$ cat config.mk
export PLATFORM = sky130hd
export DESIGN_NAME = pmp_cfg_writer
export DESIGN_NICKNAME = d
export VERILOG_FILES = /design/src/rtl/pmp_cfg_writer_pkg.sv /design/src/rtl/pmp_napot_encode.sv /design/src/rtl/pmp_cfg_writer.sv
export SDC_FILE = /design/constraint.sdc
export NUM_CORES = 1
export LEC_CHECK = 0
export CAP_MARGIN = 20
export CORE_AREA = 2 2 428 430
export CTS_BUF_LIST = sky130_fd_sc_hd__clkbuf_4 sky130_fd_sc_hd__clkbuf_8 sky130_fd_sc_hd__clkbuf_16
export DETAILED_ROUTE_END_ITERATION = 6
export DIE_AREA = 0 0 430 432
export GPL_TIMING_DRIVEN = 1
export PLACE_DENSITY = 0.47
export SETUP_SLACK_MARGIN = 0.05
export SLEW_MARGIN = 5
export SYNTH_ARGS = -nofsm -noshare
export SYNTH_HDL_FRONTEND = slang
export SYNTH_HIERARCHICAL = 1
export SYNTH_SLANG_ARGS = --single-unit
$ cat constraint.sdc
create_clock -name clk_i -period 9.45 [get_ports clk_i]
set_input_delay 1.89 -clock clk_i [delete_from_list [all_inputs] [get_ports clk_i]]
set_output_delay 1.89 -clock clk_i [all_outputs]
set_load 0.02 [all_outputs]
$ cat src/rtl/pmp_cfg_writer_pkg.sv
// pmp_cfg_writer_pkg: shared PMP types (address mode, write error, per-entry config, writer FSM states)
package pmp_cfg_writer_pkg;
    localparam int DEF_PLEN       = 56;
    localparam int DEF_PMP_LEN    = 54;
    localparam int DEF_NR_ENTRIES = 16;
    typedef enum logic [1:0] {
        PMP_OFF   = 2'd0,
        PMP_TOR   = 2'd1,
        PMP_NA4   = 2'd2,
        PMP_NAPOT = 2'd3
    } pmp_addr_mode_t;
    typedef enum logic [1:0] {
        PMP_ERR_OK     = 2'd0,
        PMP_ERR_LOCKED = 2'd1,
        PMP_ERR_ALIGN  = 2'd2,
        PMP_ERR_RANGE  = 2'd3
    } pmp_wr_err_e;
    typedef struct packed {
        pmp_addr_mode_t mode;
        logic [2:0]     perm;
        logic           lock;
    } pmp_cfg_t;
    typedef enum logic [2:0] {
        ST_IDLE,
        ST_CHECK,
        ST_WR_PREV,
        ST_WR_ENTRY,
        ST_RESP
    } wr_state_e;
endpackage

$ cat src/rtl/pmp_napot_encode.sv
// pmp_napot_encode: base/size_log2 -> NAPOT pmpaddr plus alignment and size legality
//   base_i     region base byte address
//   size_i     log2 of region size in bytes (legal 3..PLEN)
//   addr_o     pmpaddr encoding (base>>2 with size-3 trailing ones)
//   align_ok_o base is a multiple of the region size
//   range_ok_o size is within 3..PLEN
module pmp_napot_encode
    import pmp_cfg_writer_pkg::*;
#(
    parameter int PLEN    = DEF_PLEN,
    parameter int PMP_LEN = DEF_PMP_LEN
) (
    input  logic [PLEN-1:0]    base_i,
    input  logic [5:0]         size_i,
    output logic [PMP_LEN-1:0] addr_o,
    output logic               align_ok_o,
    output logic               range_ok_o
);
    logic [5:0]         w_shift;
    logic [PMP_LEN-1:0] w_ones;
    logic [PLEN-1:0]    w_amask;
    assign w_shift    = size_i - 6'd3;
    assign w_ones     = ~({PMP_LEN{1'b1}} << w_shift);
    // a shift of PLEN clears everything, so size==PLEN masks the whole base
    assign w_amask    = ~({PLEN{1'b1}} << size_i);
    assign addr_o     = base_i[PLEN-1:2] | w_ones;
    assign align_ok_o = (base_i & w_amask) == '0;
    assign range_ok_o = (size_i >= 6'd3) && (size_i <= 6'(PLEN));
endmodule

$ cat src/rtl/pmp_cfg_writer.sv
// pmp_cfg_writer: encodes PMP region requests into pmpaddr/pmpcfg and holds the entry register file
//   clk_i/rst_i                      clock, synchronous active-high reset
//   req_*                            region request (valid/ready handshake, accepted only in IDLE)
//   rsp_valid_o/rsp_ready_i/rsp_err_o result, held until consumed
//   conf_addr_o/mode/perm/lock       registered per-entry PMP configuration
module pmp_cfg_writer
    import pmp_cfg_writer_pkg::*;
#(
    parameter int  PLEN       = DEF_PLEN,
    parameter int  PMP_LEN    = DEF_PMP_LEN,
    parameter int  NR_ENTRIES = DEF_NR_ENTRIES,
    localparam int IDXW       = $clog2(NR_ENTRIES)
) (
    input  logic                clk_i,
    input  logic                rst_i,
    input  logic                req_valid_i,
    output logic                req_ready_o,
    input  logic [IDXW-1:0]     req_idx_i,
    input  pmp_addr_mode_t      req_mode_i,
    input  logic [PLEN-1:0]     req_base_i,
    input  logic [PLEN-1:0]     req_top_i,
    input  logic [5:0]          req_size_log2_i,
    input  logic [2:0]          req_perm_i,
    input  logic                req_lock_i,
    output logic                rsp_valid_o,
    input  logic                rsp_ready_i,
    output pmp_wr_err_e         rsp_err_o,
    output logic [PMP_LEN-1:0]  conf_addr_o [NR_ENTRIES],
    output pmp_addr_mode_t      conf_mode_o [NR_ENTRIES],
    output logic [2:0]          conf_perm_o [NR_ENTRIES],
    output logic [NR_ENTRIES-1:0] conf_lock_o
);
    wr_state_e          r_state, w_next;
    logic [IDXW-1:0]    r_idx;
    pmp_addr_mode_t     r_mode;
    logic [PLEN-1:0]    r_base, r_top;
    logic [5:0]         r_size;
    logic [2:0]         r_perm;
    logic               r_lock;
    pmp_wr_err_e        r_err, w_err;
    logic [PMP_LEN-1:0] r_addr [NR_ENTRIES];
    pmp_cfg_t           r_cfg  [NR_ENTRIES];
    logic [PMP_LEN-1:0] w_napot_addr, w_enc;
    logic               w_align_ok, w_range_ok;
    logic [IDXW-1:0]    w_prev, w_nidx;
    logic               w_tor_prev, w_lock_err, w_range_err, w_align_err;
    pmp_napot_encode #(.PLEN(PLEN), .PMP_LEN(PMP_LEN)) u_napot (
        .base_i     (r_base),
        .size_i     (r_size),
        .addr_o     (w_napot_addr),
        .align_ok_o (w_align_ok),
        .range_ok_o (w_range_ok)
    );
    assign w_prev      = r_idx - IDXW'(1);
    assign w_nidx      = r_idx + IDXW'(1);
    assign w_tor_prev  = (r_mode == PMP_TOR) && (r_idx != '0);
    // writing idx also moves the bottom of a TOR region at idx+1, so a locked TOR above protects idx
    assign w_lock_err  = r_cfg[r_idx].lock
                       | (w_tor_prev & r_cfg[w_prev].lock)
                       | ((r_idx != IDXW'(NR_ENTRIES - 1)) & r_cfg[w_nidx].lock & (r_cfg[w_nidx].mode == PMP_TOR));
    assign w_range_err = ((r_mode == PMP_NAPOT) && !w_range_ok)
                       | ((r_mode == PMP_TOR) && (r_idx == '0) && (r_base != '0));
    assign w_align_err = ((r_mode == PMP_NA4) && (r_base[1:0] != 2'b00))
                       | ((r_mode == PMP_NAPOT) && !w_align_ok)
                       | ((r_mode == PMP_TOR) && ((r_base[1:0] | r_top[1:0]) != 2'b00));
    assign w_err       = w_lock_err  ? PMP_ERR_LOCKED :
                         w_range_err ? PMP_ERR_RANGE  :
                         w_align_err ? PMP_ERR_ALIGN  : PMP_ERR_OK;
    assign w_enc       = (r_mode == PMP_TOR)   ? r_top[PLEN-1:2] :
                         (r_mode == PMP_NAPOT) ? w_napot_addr    : r_base[PLEN-1:2];
    always_comb begin
        w_next = r_state;
        case (r_state)
            ST_IDLE:     w_next = req_valid_i ? ST_CHECK : ST_IDLE;
            ST_CHECK:    w_next = (w_err != PMP_ERR_OK) ? ST_RESP :
                                  w_tor_prev ? ST_WR_PREV : ST_WR_ENTRY;
            ST_WR_PREV:  w_next = ST_WR_ENTRY;
            ST_WR_ENTRY: w_next = ST_RESP;
            ST_RESP:     w_next = rsp_ready_i ? ST_IDLE : ST_RESP;
            default:     w_next = ST_IDLE;
        endcase
    end
    always_ff @(posedge clk_i) begin
        if (rst_i) begin
            r_state <= ST_IDLE;
            r_err   <= PMP_ERR_OK;
            for (int i = 0; i < NR_ENTRIES; i++) begin
                r_addr[i] <= '0;
                r_cfg[i]  <= '0;
            end
        end else begin
            r_state <= w_next;
            if (r_state == ST_IDLE && req_valid_i) begin
                r_idx  <= req_idx_i;
                r_mode <= req_mode_i;
                r_base <= req_base_i;
                r_top  <= req_top_i;
                r_size <= req_size_log2_i;
                r_perm <= req_perm_i;
                r_lock <= req_lock_i;
            end
            if (r_state == ST_CHECK) r_err <= w_err;
            if (r_state == ST_WR_PREV) r_addr[w_prev] <= r_base[PLEN-1:2];
            if (r_state == ST_WR_ENTRY) begin
                if (r_mode != PMP_OFF) r_addr[r_idx] <= w_enc;
                r_cfg[r_idx] <= '{mode: r_mode, perm: r_perm, lock: r_cfg[r_idx].lock | r_lock};
            end
        end
    end
    assign req_ready_o = r_state == ST_IDLE;
    assign rsp_valid_o = r_state == ST_RESP;
    assign rsp_err_o   = r_err;
    always_comb begin
        conf_lock_o = '0;
        for (int i = 0; i < NR_ENTRIES; i++) begin
            conf_addr_o[i] = r_addr[i];
            conf_mode_o[i] = r_cfg[i].mode;
            conf_perm_o[i] = r_cfg[i].perm;
            conf_lock_o[i] = r_cfg[i].lock;
        end
    end
endmodule

Word-level counts from Yosys, hierarchy flattened:

Memory sizes are Yosys's and may differ from the RTL's. A register that Yosys moved wholly into a read port is not among the register bits.
Index checks and enable logic that the tools add are counted.

* register bits after elaboration: 133
* RAM bits: 960
* bits of input ports: 132
* word-level logic and storage cells: 98
* memories: 2

Memories
* r_addr: depth 16, width 54, read ports 16, clocked after memory_dff 0, write ports 16, RTL line pmp_cfg_writer.sv:41 `logic [PMP_LEN-1:0] r_addr [NR_ENTRIES];`
* r_cfg: depth 16, width 6, read ports 19, clocked after memory_dff 1, write ports 16, RTL line pmp_cfg_writer.sv:42 `pmp_cfg_t r_cfg [NR_ENTRIES];`

* add/subtract/negate cells: 3
* order comparisons: 2
* equal/unequal tests: 9
* shift operators: 2
* muxes and demuxes: 32
* bitwise operators: 15
* reductions and logical operators: 24

Operators by type and width (count)
* 2-to-1 mux 54 bit: 4
* OR reduction 54 bit: 2
* bitwise AND 56 bit: 1
* logical NOT 56 bit: 1
* inverter 56 bit: 1
* nonzero test 56 bit: 1
* left shift 56 x 6 -> 56 bit (first input constant): 1
* inverter 54 bit: 1
* bitwise OR 54 bit: 1
* left shift 54 x 6 -> 54 bit (first input constant): 1
* 2-to-1 mux 1 bit: 17
* 2-to-1 mux 4 bit: 4
* one-hot mux 3 bit (5 select lines): 1
* logical AND 1 bit: 9
* nonzero test 2 bit: 4
* == test 3 x 2 -> 1 bit (second input constant): 2
* >= comparator 6 x 2 -> 1 bit (second input constant): 1
* less-or-equal comparator 6 bit (second input constant): 1
* 2-to-1 mux 2 bit: 3
* 2-to-1 mux 3 bit: 2
* 2-to-1 mux 6 bit: 1
* bitwise OR 1 bit: 6
* OR reduction 6 bit: 1
* subtractor 6 x 2 -> 6 bit (second input constant): 1
* other kinds (15): 20

Depth between registers and ports, before layout:

* depth in word-level cells: 14
* gate-level depth with buffers: 14
* mapped depth without buffers: 13

Cells and area by module:

The synthesis kept the hierarchy.

By module, submodules not included
* pmp_cfg_writer: instances 1, cells an instance 2646, area each 40121.0 µm², sequential area each 32851.5 µm²
* pmp_napot_encode: instances 1, cells an instance 237, area each 1536.5 µm², sequential area each 0.0 µm²

Worst setup path before layout:

Ideal clock, no wire load.

* kind: in2reg
* start: input rst_i
* end: register r_base[0], enable pin
* arrival: 4.809 ns
* path slack: 4.157 ns
* cell stages on the path: 3
* path buffers: 0
* cells stage by stage: nor3_1 > nand3b_1 > inv_1

* longest elaborated chain between the ends: 2

Ends and longest elaborated chain
* start, declared: RTL line pmp_cfg_writer.sv:15 `input logic rst_i,`
* inverter 1 bit (no line)
* AND reduction 2 bit (no line)
* end signal, assigned: RTL line pmp_cfg_writer.sv:96 `r_base <= req_base_i;`
* end, declared: RTL line pmp_cfg_writer.sv:36 `logic [PLEN-1:0] r_base, r_top;`

No other way between the ends.
A chain may end at the register's enable or synchronous reset.

==> flow_results.xml <==
<?xml version="1.0" encoding="UTF-8"?>
<metrics>
  <group name="critical_path">
    <metric name="cp_buf_inv_count" unit="">3</metric>
    <metric name="crit_required" unit="ns">9.85</metric>
    <metric name="timing.critical_path.depth" unit="">9</metric>
    <metric name="worst_setup_sp_type" unit="">input port</metric>
    <metric name="critical_path_class" unit="">input port to flip-flop</metric>
    <metric name="ff2ff_setup_slack" unit="ns">4.87</metric>
    <metric name="crit_family" unit="">simple AND/OR/NAND/NOR gates</metric>
    <metric name="regToRegEndpoint" unit="">r_addr[3][40]</metric>
    <metric name="crit_path_end_kind" unit="">flip-flop</metric>
    <metric name="reg2regPathDepth" unit="">7</metric>
    <metric name="r2r_start" unit="">r_idx[1]</metric>
    <metric name="worstPathMaxFanout" unit="">55</metric>
    <metric name="cp_data_arrival_time" unit="ns">6.19</metric>
    <metric name="critical_path.max_stage_delay" unit="ns">0.72</metric>
    <metric name="cpMostUsedCell" unit="">sky130_fd_sc_hd__buf_4</metric>
    <metric name="launch_point_of_the_critical_path" unit="">rst_i</metric>
    <metric name="critPathSlowestCell" unit="">sky130_fd_sc_hd__buf_4</metric>
    <metric name="crit_chain" unit="">clkdlybuf4s50_1, buf_4, nand4bb_1, o21ai_1, xnor2_1, nor2_1, nand2_4, nand2b_4, buf_4</metric>
  </group>
  <group name="hold_path">
    <metric name="hold-path-endpoint" unit="">rsp_err_o[0]</metric>
    <metric name="timing.hold.worst.class" unit="">flip-flop to flip-flop</metric>
    <metric name="min_path_cells" unit="">3</metric>
    <metric name="hp-start" unit="">rsp_err_o[0]</metric>
  </group>
  <group name="clocking">
    <metric name="number_of_buffers_inserted_to_repair_setup_after_cts" unit="">0</metric>
    <metric name="cts_made_buffers" unit="">121</metric>
    <metric name="ctsHoldBuffers" unit="">0</metric>
    <metric name="postCtsResizedCells" unit="">0</metric>
    <metric name="clock_sink_count" unit="">1097</metric>
    <metric name="cts_tree" unit="">yes</metric>
    <metric name="ctsHtreeMaxLevel" unit="">3</metric>
    <metric name="path_clk_slew" unit="ns">0.06</metric>
    <metric name="clock-root-buffer" unit="">sky130_fd_sc_hd__clkbuf_16</metric>
    <metric name="clkLatencyLatePin" unit="ns">0.79</metric>
    <metric name="clockBufferDepth" unit="">3</metric>
  </group>
  <group name="timing">
    <metric name="timing.fmax" unit="MHz">173</metric>
    <metric name="finalSetupTns" unit="ns">0</metric>
    <metric name="report.final.hold_viol_count" unit="">0</metric>
    <metric name="final.min_clock_period" unit="ns">5.80</metric>
    <metric name="min_period_over_period" unit="">0.613</metric>
    <metric name="slew_violations" unit="">0</metric>
    <metric name="worst_slew_margin_rel" unit="">0.227</metric>
    <metric name="worstMarginPinSlew" unit="ns">1.16</metric>
    <metric name="rsz0062_at_grt" unit="">no</metric>
    <metric name="clock-skew-final" unit="ns">0.0349</metric>
    <metric name="setup_viol" unit="">0</metric>
  </group>
  <group name="logic_synthesis">
    <metric name="yosysSeqAreaShare" unit="">0.789</metric>
    <metric name="synth_edf_count" unit="">1088</metric>
    <metric name="post_synth_num_cell_types" unit="">81</metric>
    <metric name="ys_warn_count" unit="">6</metric>
    <metric name="synth_cells" unit="">2883</metric>
    <metric name="syn_nets" unit="">3028</metric>
    <metric name="yosysTopAreaCell" unit="">sky130_fd_sc_hd__edfxtp_1</metric>
    <metric name="postSynthRegisterBits" unit="">1097</metric>
    <metric name="synth_ff_type" unit="">sky130_fd_sc_hd__edfxtp_1</metric>
    <metric name="synth_top_area_frac" unit="">0.784</metric>
    <metric name="synth.avg_cell_area" unit="µm²">14.4</metric>
    <metric name="fraction_of_registers_with_async_set_or_reset_after_synthesis" unit="">0</metric>
    <metric name="cell_types_with_the_largest_area_share_after_synthesis" unit="">sky130_fd_sc_hd__edfxtp_1 78%, sky130_fd_sc_hd__nor2_1 8.6%, sky130_fd_sc_hd__mux2i_1 1.5%</metric>
    <metric name="syn-cell-area" unit="µm²">41700</metric>
  </group>
  <group name="floorplan">
    <metric name="die-height" unit="µm">432</metric>
    <metric name="die_area" unit="µm²">186000</metric>
    <metric name="floorplan.initialDensity" unit="">0.229</metric>
    <metric name="core_area" unit="µm²">182000</metric>
    <metric name="dieWidth" unit="µm">430</metric>
    <metric name="floorplan.io_pins" unit="">1096</metric>
    <metric name="row_count" unit="">157</metric>
  </group>
  <group name="global_routing">
    <metric name="grt_antenna_before_repair" unit="">36</metric>
    <metric name="first_pass_grt_wire_length" unit="µm">258000</metric>
    <metric name="first_global_vias" unit="">27963</metric>
    <metric name="globalRouteTotalUtil" unit="">0.205</metric>
    <metric name="global_route.overflow_total" unit="">0</metric>
    <metric name="grt_start_max_net_pins" unit="">77</metric>
  </group>
  <group name="power">
    <metric name="pwr_density_cell" unit="nW/µm²">192</metric>
    <metric name="power" unit="mW">11.5</metric>
    <metric name="power.static_leakage" unit="nW">21.3</metric>
    <metric name="max-vdd-ir-drop" unit="mV">0.156</metric>
  </group>
  <group name="run">
    <metric name="timing.max_cap.violations" unit="">0</metric>
  </group>
  <group name="detailed_routing">
    <metric name="drc" unit="">0</metric>
    <metric name="vias" unit="">29372</metric>
    <metric name="vias_per_cell" unit="">4.54</metric>
    <metric name="drtPass1Iterations" unit="">5</metric>
    <metric name="first_iter_violations" unit="">3115</metric>
    <metric name="final_wirelength" unit="µm">198000</metric>
    <metric name="postRouteAntennaNets" unit="">0</metric>
    <metric name="wl_per_cell" unit="µm">30.6</metric>
  </group>
  <group name="placement">
    <metric name="io_buffer_count" unit="">1095</metric>
    <metric name="globalplace.congestion" unit="">0.882</metric>
    <metric name="detailedPlacementHpwl" unit="µm">136000</metric>
  </group>
  <group name="finish">
    <metric name="area.growth.synth_to_final" unit="%">43.7</metric>
    <metric name="design.final.nets" unit="">4117</metric>
    <metric name="final_util" unit="">0.330</metric>
    <metric name="drive_above_1_share" unit="">0.0986</metric>
  </group>
  <group name="run_status">
    <metric name="status" unit="">finished clean</metric>
  </group>
</metrics>
layout make-up:
cell class	count	area (µm²)
well taps	2385	2980
repair buffers	1169	11500
inverters	17	68.8
clock inverters	74	601
diodes	11	27.5
clock buffers	154	3290
multi-input cells	1566	8520
flip-flops and latches	1097	32900
fillers	17865	122000
routing by layer:
| layer | GRT usage | vias to the layer above | share of wire |
|---|---|---|---|
| met5 | 0 | - | 0 |
| met4 | 0.0914 | 0 | 0.043 |
| met3 | 0.0381 | 324 | 0.066 |
| met2 | 0.358 | 1523 | 0.51 |
| met1 | 0.245 | 15065 | 0.38 |
| li1 | - | 12460 | - |
sequential cells by signal (all words and copies together) (netlist names), named ones only:
register,flops
r_cfg,96
r_mode,2
r_idx,4
r_perm,3
r_state,3
rsp_err_o,2
r_lock,1
r_addr,864
r_base,56
r_top,56
r_size,6
cells in the mapped netlist, drive strengths merged, types with 6 or more instances:
library cell	instances
a22oi	8
a21o	12
mux2i	62
o31ai	8
clkbuf	149
edfxtp	1088
nor2b	20
and3	60
nor4	16
nand2	64
a211o	15
nor3	10
ha	13
mux4	12
and2	26
or2	13
buf	54
xnor2	6
nand3b	8
nor2	961
o21ai	33
a21oi	78
dfxtp	9
nand2b	44
nand4	7
inv	17
nand3	9
or3	13
cell families after synthesis:
family	synth area share
compound gates	0.0313
xor+xnor	0.00231
fa+ha+maj	0.00414
buf+inv	0.0224
flops	0.789
mux	0.0214
simple gates	0.130
worst register-to-register path: stages (launching register included):
cell,delay [ns]
sky130_fd_sc_hd__edfxtp_1,0.62
sky130_fd_sc_hd__inv_1,0.26
sky130_fd_sc_hd__ha_1,0.33
sky130_fd_sc_hd__buf_4,0.23
sky130_fd_sc_hd__o31ai_1,0.93
sky130_fd_sc_hd__nand2_4,0.67
sky130_fd_sc_hd__nand2b_4,0.27
sky130_fd_sc_hd__buf_4,0.66
power breakdown:
group	switching [mW]	total (mW)	internal (mW)
clock network	2.10	4.72	2.62
registers	0.124	5.66	5.53
logic	0.717	1.11	0.394
total	2.94	11.5	8.54
cell usage in the layout, fill, tap and decap left out, drive strengths merged, types with 10 or more instances in the layout:
| master | instances |
|---|---|
| and2 | 26 |
| clkdlybuf4s50 | 1095 |
| clkinv | 56 |
| a21oi | 78 |
| mux4 | 12 |
| nor3 | 10 |
| a21o | 12 |
| nor2 | 961 |
| or2 | 13 |
| nand2 | 64 |
| or3 | 13 |
| nor2b | 20 |
| ha | 13 |
| a211o | 15 |
| nor4 | 16 |
| mux2i | 62 |
| nand2b | 44 |
| and3 | 60 |
| buf | 74 |
| diode | 11 |
| o21ai | 33 |
| edfxtp | 1088 |
| clkbuf | 154 |
| inv | 27 |
worst max-delay path by stage:
| stage | endpoint | slack, ns |
|---|---|---|
| global placement | r_addr[2][15] | 2.94 |
| floorplan | r_base[0] | 4.16 |
| finish | r_addr[2][29] | 3.65 |
| CTS | r_addr[2][29] | 3.76 |
| detailed placement | r_addr[2][29] | 2.90 |
| global route | r_addr[2][27] | 3.57 |
through the flow:
step | std cells | setup WS, ns | hold slack, ns | instance area, µm²
6_report | 6473 | 3.65 | 0.533 | 59900
5_1_grt | 6473 | 3.57 | 0.569 | 59900
4_1_cts | 6462 | 3.76 | 0.535 | 59800
3_5_place_dp | 6234 | 2.90 | 0.525 | 56000
3_3_place_gp | 6233 | 2.94 | 0.522 | 55900
2_1_floorplan | 2883 | 4.16 | 0.552 | 41700
Power figures use the tool's default switching activity.
==> RTL edit 1: new RTL, same flow settings <==
Add an input register stage for `req_mode_i`; this delays it by one clock. The other inputs are not delayed to match.
--- a/src/rtl/pmp_cfg_writer.sv
+++ b/src/rtl/pmp_cfg_writer.sv
@@ -31,4 +31,11 @@
     output logic [NR_ENTRIES-1:0] conf_lock_o
 );
+
+    pmp_addr_mode_t req_mode_q;
+
+    always_ff @(posedge clk_i) begin
+        req_mode_q <= req_mode_i;
+    end
+
     wr_state_e          r_state, w_next;
     logic [IDXW-1:0]    r_idx;
@@ -93,5 +100,5 @@
             if (r_state == ST_IDLE && req_valid_i) begin
                 r_idx  <= req_idx_i;
-                r_mode <= req_mode_i;
+                r_mode <= req_mode_q;
                 r_base <= req_base_i;
                 r_top  <= req_top_i;
Function: not settled (the Yosys comparison gave no result); the edit may change what the design does.
==> RTL edit 1 against the original RTL <==
- count of clock-buffer cells in the layout up 11
- maximum frequency up 0.20%
- setup slack better by 12 ps
- area after synthesis about the same
- global-route usage down 0.22 points
- routed wire length down 1.8%
- design area up 0.65%
- synthesized cell count down 0.17%
- total power up 2.0%
- sequential cell count up 2
- via count down 0.84%
- register-to-register slack worse by 570 ps
- critical path type unchanged
- largest cell class unchanged
- largest power group unchanged
==> RTL edit 1: results <==
export IMPL_crit_path_max_fanout=55
export IMPL_buffer_area_share_pct=19.1
export IMPL_postPlaceCellArea_sq_mm=0.0561
export IMPL_fin_nets=4129
export IMPL_finClkSkew_ps=32.4
export IMPL_p_sw_share_pct=25.2
export IMPL_grt_max_degree=84
export IMPL_seq_share_pct=54.6
export IMPL_r2r_end="r_addr[15][41]$_SDFFCE_PN0P_"
export IMPL_multi_input_cells=1568
export IMPL_leakagePower_nw=21.3
export IMPL_synth_cell_types=75
export IMPL_synth_xor_area_share_pct=0.210
export IMPL_synth_compound_area_share_pct=3.19
export IMPL_signal_buffers=1167
export IMPL_r2r_start="r_idx[0]$_DFFE_PP_"
export IMPL_powerClk_mw=4.96
export IMPL_drive_gt1_share_pct=10.2
export IMPL_power_frac_comb_pct=9.3
export IMPL_cts_buffers_inserted=131
export IMPL_synthAdderAreaFrac_pct=0.414
export IMPL_gp_congestion=0.843
export IMPL_max_vdd_ir_drop_v=0.000147
export IMPL_htreeDepth=4
export IMPL_clock_buffers=165
export IMPL_p_int_mw=8.76
export IMPL_grt_usage_pct=20.3
export IMPL_n_antenna_cell=22
export IMPL_rrSetupSlack_ps=4300
export IMPL_drtIter0Drc=3140
export IMPL_slowest_delay_ps=630
export IMPL_yosysSeqAreaShare_pct=78.9
export IMPL_grt_pass1_vias=28086
export IMPL_cp_top_family="buffers and inverters"
export IMPL_antenna_found_initial=36
export IMPL_holdPathStages=0
export IMPL_dr_total_vias=29124
export IMPL_fillers=18019
export IMPL_hpwlAfterDp_mm=135
export IMPL_status="completed"
export IMPL_clk_share_pct=6.90
export IMPL_syn_nets=3023
export IMPL_multi_input_area_sq_mm=0.00858
export IMPL_arrival_ps=6170
export IMPL_ys_top_cells_by_count="edfxtp_1 (1088), nor2_1 (960), clkbuf_1 (157)"
export IMPL_cp_endpoint="r_addr[3][38]$_SDFFCE_PN0P_"
export IMPL_r2r_cells=9
export IMPL_synthMuxAreaShare_pct=2.20
export IMPL_grt_pass1_wl_mm=256
export IMPL_ys_top_cells_by_area="edfxtp_1 (78%), nor2_1 (8.6%), mux2i_1 (1.4%)"
export IMPL_nFlopsAndLatches=1099
export IMPL_dr_pass1_iters=6
==> RTL edit 1: changes by cell type in the layout (fill, tap and decap cells not counted), sizes merged, moves of 9 or more <==
cell	before	now
or2	13	22
nor2b	20	10
diode	11	22
and2	26	80
clkbuf	154	165
nand2b	44	34
and3	60	1
nor3	10	24
==> RTL edit 1: logic make-up after synthesis <==
kind of cell             count (synthesis)
AO/OA/AOI/OAI                          204
XOR/XNOR                                10
adder cells (fa/ha/maj)                 14
buffers and inverters                  211
flip-flops                            1099
multiplexers                            74
AND/OR/NAND/NOR                       1266
==> RTL edit 1: layer usage <==
layer | GRT usage [%] | share of wire, % | vias to the layer above
met4 | 9.17 | 4.2 | 4
li1 | - | - | 12502
met1 | 24.5 | 39 | 14920
met2 | 34.7 | 51 | 1391
met3 | 4.09 | 6.4 | 307
met5 | 0 | 0.014 | -
==> RTL edit 1: per-stage QoR <==
stage	std cells	setup slack (ps)	hold slack, ps	util (%)
floorplan	2878	4700	386	-
global placement	6234	3000	390	30.8
detailed placement	6236	2920	393	30.8
CTS	6475	3770	406	33.1
global route	6494	3550	418	33.2
finish	6497	3670	405	33.2
==> RTL edit 1: worst min path at each step <==
stage	slack [ps]	to	startpoint
2_1_floorplan	390	r_mode[0]$_DFFE_PP_	req_mode_q[0]$_DFF_P_
3_3_place_gp	390	r_mode[1]$_DFFE_PP_	req_mode_q[1]$_DFF_P_
3_5_place_dp	390	r_mode[1]$_DFFE_PP_	req_mode_q[1]$_DFF_P_
4_1_cts	410	r_mode[1]$_DFFE_PP_	req_mode_q[1]$_DFF_P_
5_1_grt	420	r_mode[1]$_DFFE_PP_	req_mode_q[1]$_DFF_P_
6_report	400	r_mode[1]$_DFFE_PP_	req_mode_q[1]$_DFF_P_
==> RTL edit 2: new RTL, same settings <==
Made on the original files. Register the output `rsp_err_o` once more; this adds one clock of latency there. The other outputs are not delayed to match.
--- a/src/rtl/pmp_cfg_writer.sv
+++ b/src/rtl/pmp_cfg_writer.sv
@@ -110,5 +110,7 @@
     assign req_ready_o = r_state == ST_IDLE;
     assign rsp_valid_o = r_state == ST_RESP;
-    assign rsp_err_o   = r_err;
+    always_ff @(posedge clk_i) begin
+        rsp_err_o <= r_err;
+    end
     always_comb begin
         conf_lock_o = '0;
Function: not settled (the Yosys comparison gave no result); the edit may change what the design does.
==> RTL edit 2 against the original RTL <==
- hold slack got worse by 180 ps
- sequential cell count increased by 2
- via count increased by 0.32%
- routed wire length decreased by 0.37%
- setup slack improved by 340 ps
- maximum frequency increased by 6.2%
- area after synthesis decreased by 0.18%
- total power increased by 2.9%
- count of clock-buffer cells in the layout increased by 6
- core utilization increased by 0.16 points
- largest cell class unchanged
- design area increased by 0.49%
- largest power group unchanged
==> RTL edit 2: results <==
export IMPL_syn_nets=3019
export IMPL_fin_nets=4130
export IMPL_n_antenna_cell=24
export IMPL_drtIter0Drc=3166
export IMPL_grt_pass1_wl_mm=259
export IMPL_multi_input_cells=1556
export IMPL_r2r_end="r_addr[14][34]$_SDFFCE_PN0P_"
export IMPL_buffer_area_share_pct=19.3
export IMPL_power_frac_comb_pct=9.3
export IMPL_grt_max_degree=110
export IMPL_gp_congestion=0.863
export IMPL_hp_start="r_err[0]$_SDFFE_PP0N_"
export IMPL_n_all_inverters=16
export IMPL_fillers=17836
export IMPL_nFlopsAndLatches=1099
export IMPL_synth_cell_types=79
export IMPL_dp_cells=6235
export IMPL_seq_power_share_pct=47.8
export IMPL_leakagePower_nw=21.5
export IMPL_hold_end="rsp_err_o[0]$_DFF_P_"
export IMPL_max_vdd_ir_drop_v=0.000136
export IMPL_relSlewSlack_pct=17.2
export IMPL_arrival_ps=5840
export IMPL_drive_gt1_share_pct=9.82
export IMPL_ys_top_cells_by_count="edfxtp_1 (1088), nor2_1 (963), clkbuf_1 (130)"
export IMPL_dr_total_vias=29465
export IMPL_ys_top_cells_by_area="edfxtp_1 (79%), nor2_1 (8.7%), mux2i_1 (1.4%)"
export IMPL_grt_usage_pct=20.5
export IMPL_seq_share_pct=54.7
export IMPL_dp_slack_ps=3050
export IMPL_gr_usage_met3_pct=3.88
export IMPL_clk_share_pct=7.01
export IMPL_grt_pass1_vias=27985
export IMPL_yosysSeqAreaShare_pct=79.1
export IMPL_rrSetupSlack_ps=4570
export IMPL_grtUsageMet2_pct=35.7
export IMPL_top_layer_used="met5"
export IMPL_status="completed"
export IMPL_clock_buffers=160
export IMPL_syn_avg_cell_area_sq_um=14.5
export IMPL_cp_endpoint="r_addr[1][32]$_SDFFCE_PN0P_"
export IMPL_drt_met1_wl_mm=75.5
export IMPL_timing_final_crit_share_pct=57.7
export IMPL_wl_per_cell_um=30.4
export IMPL_grt_use_met1_pct=24.9
export IMPL_r2r_start="r_idx[0]$_DFFE_PP_"
export IMPL_slowest_delay_ps=1000
export IMPL_multi_input_area_sq_mm=0.00832
export IMPL_routed_wl_met2_mm=102
export IMPL_cts_buffers_inserted=132
export IMPL_finClkSkew_ps=25.2
export IMPL_comb_power_mw=1.10
-- RTL edit 2: changes by cell type after synthesis, moves of 7 or more --
cell      delta
and2_1      -22
clkbuf_1    -16
nand2_1     +34
and3_1      +15
or2_2        -7
nand2b_1    -28
buf_2       +17
-- RTL edit 2: logic make-up (layout without fill, tap and decap cells) --
| family | Yosys count | after routing | synth area share (%) |
|---|---|---|---|
| adder cells (fa/ha/maj) | 14 | 14 | 0.415 |
| flip-flops | 1099 | 1099 | 79.1 |
| AND/OR/NAND/NOR | 1257 | 1257 | 12.6 |
| AO/OA/AOI/OAI | 200 | 200 | 3.13 |
| other | 0 | 24 | 0 |
| XOR/XNOR | 12 | 12 | 0.271 |
| buffers and inverters | 219 | 1430 | 2.29 |
| multiplexers | 73 | 73 | 2.22 |
-- RTL edit 2: stage by stage --
step	instance area, sq um	hold WS [ps]
6_report	60200	355
5_1_grt	60200	367
4_1_cts	60100	353
3_5_place_dp	55900	336
3_3_place_gp	55900	334
2_1_floorplan	41600	326
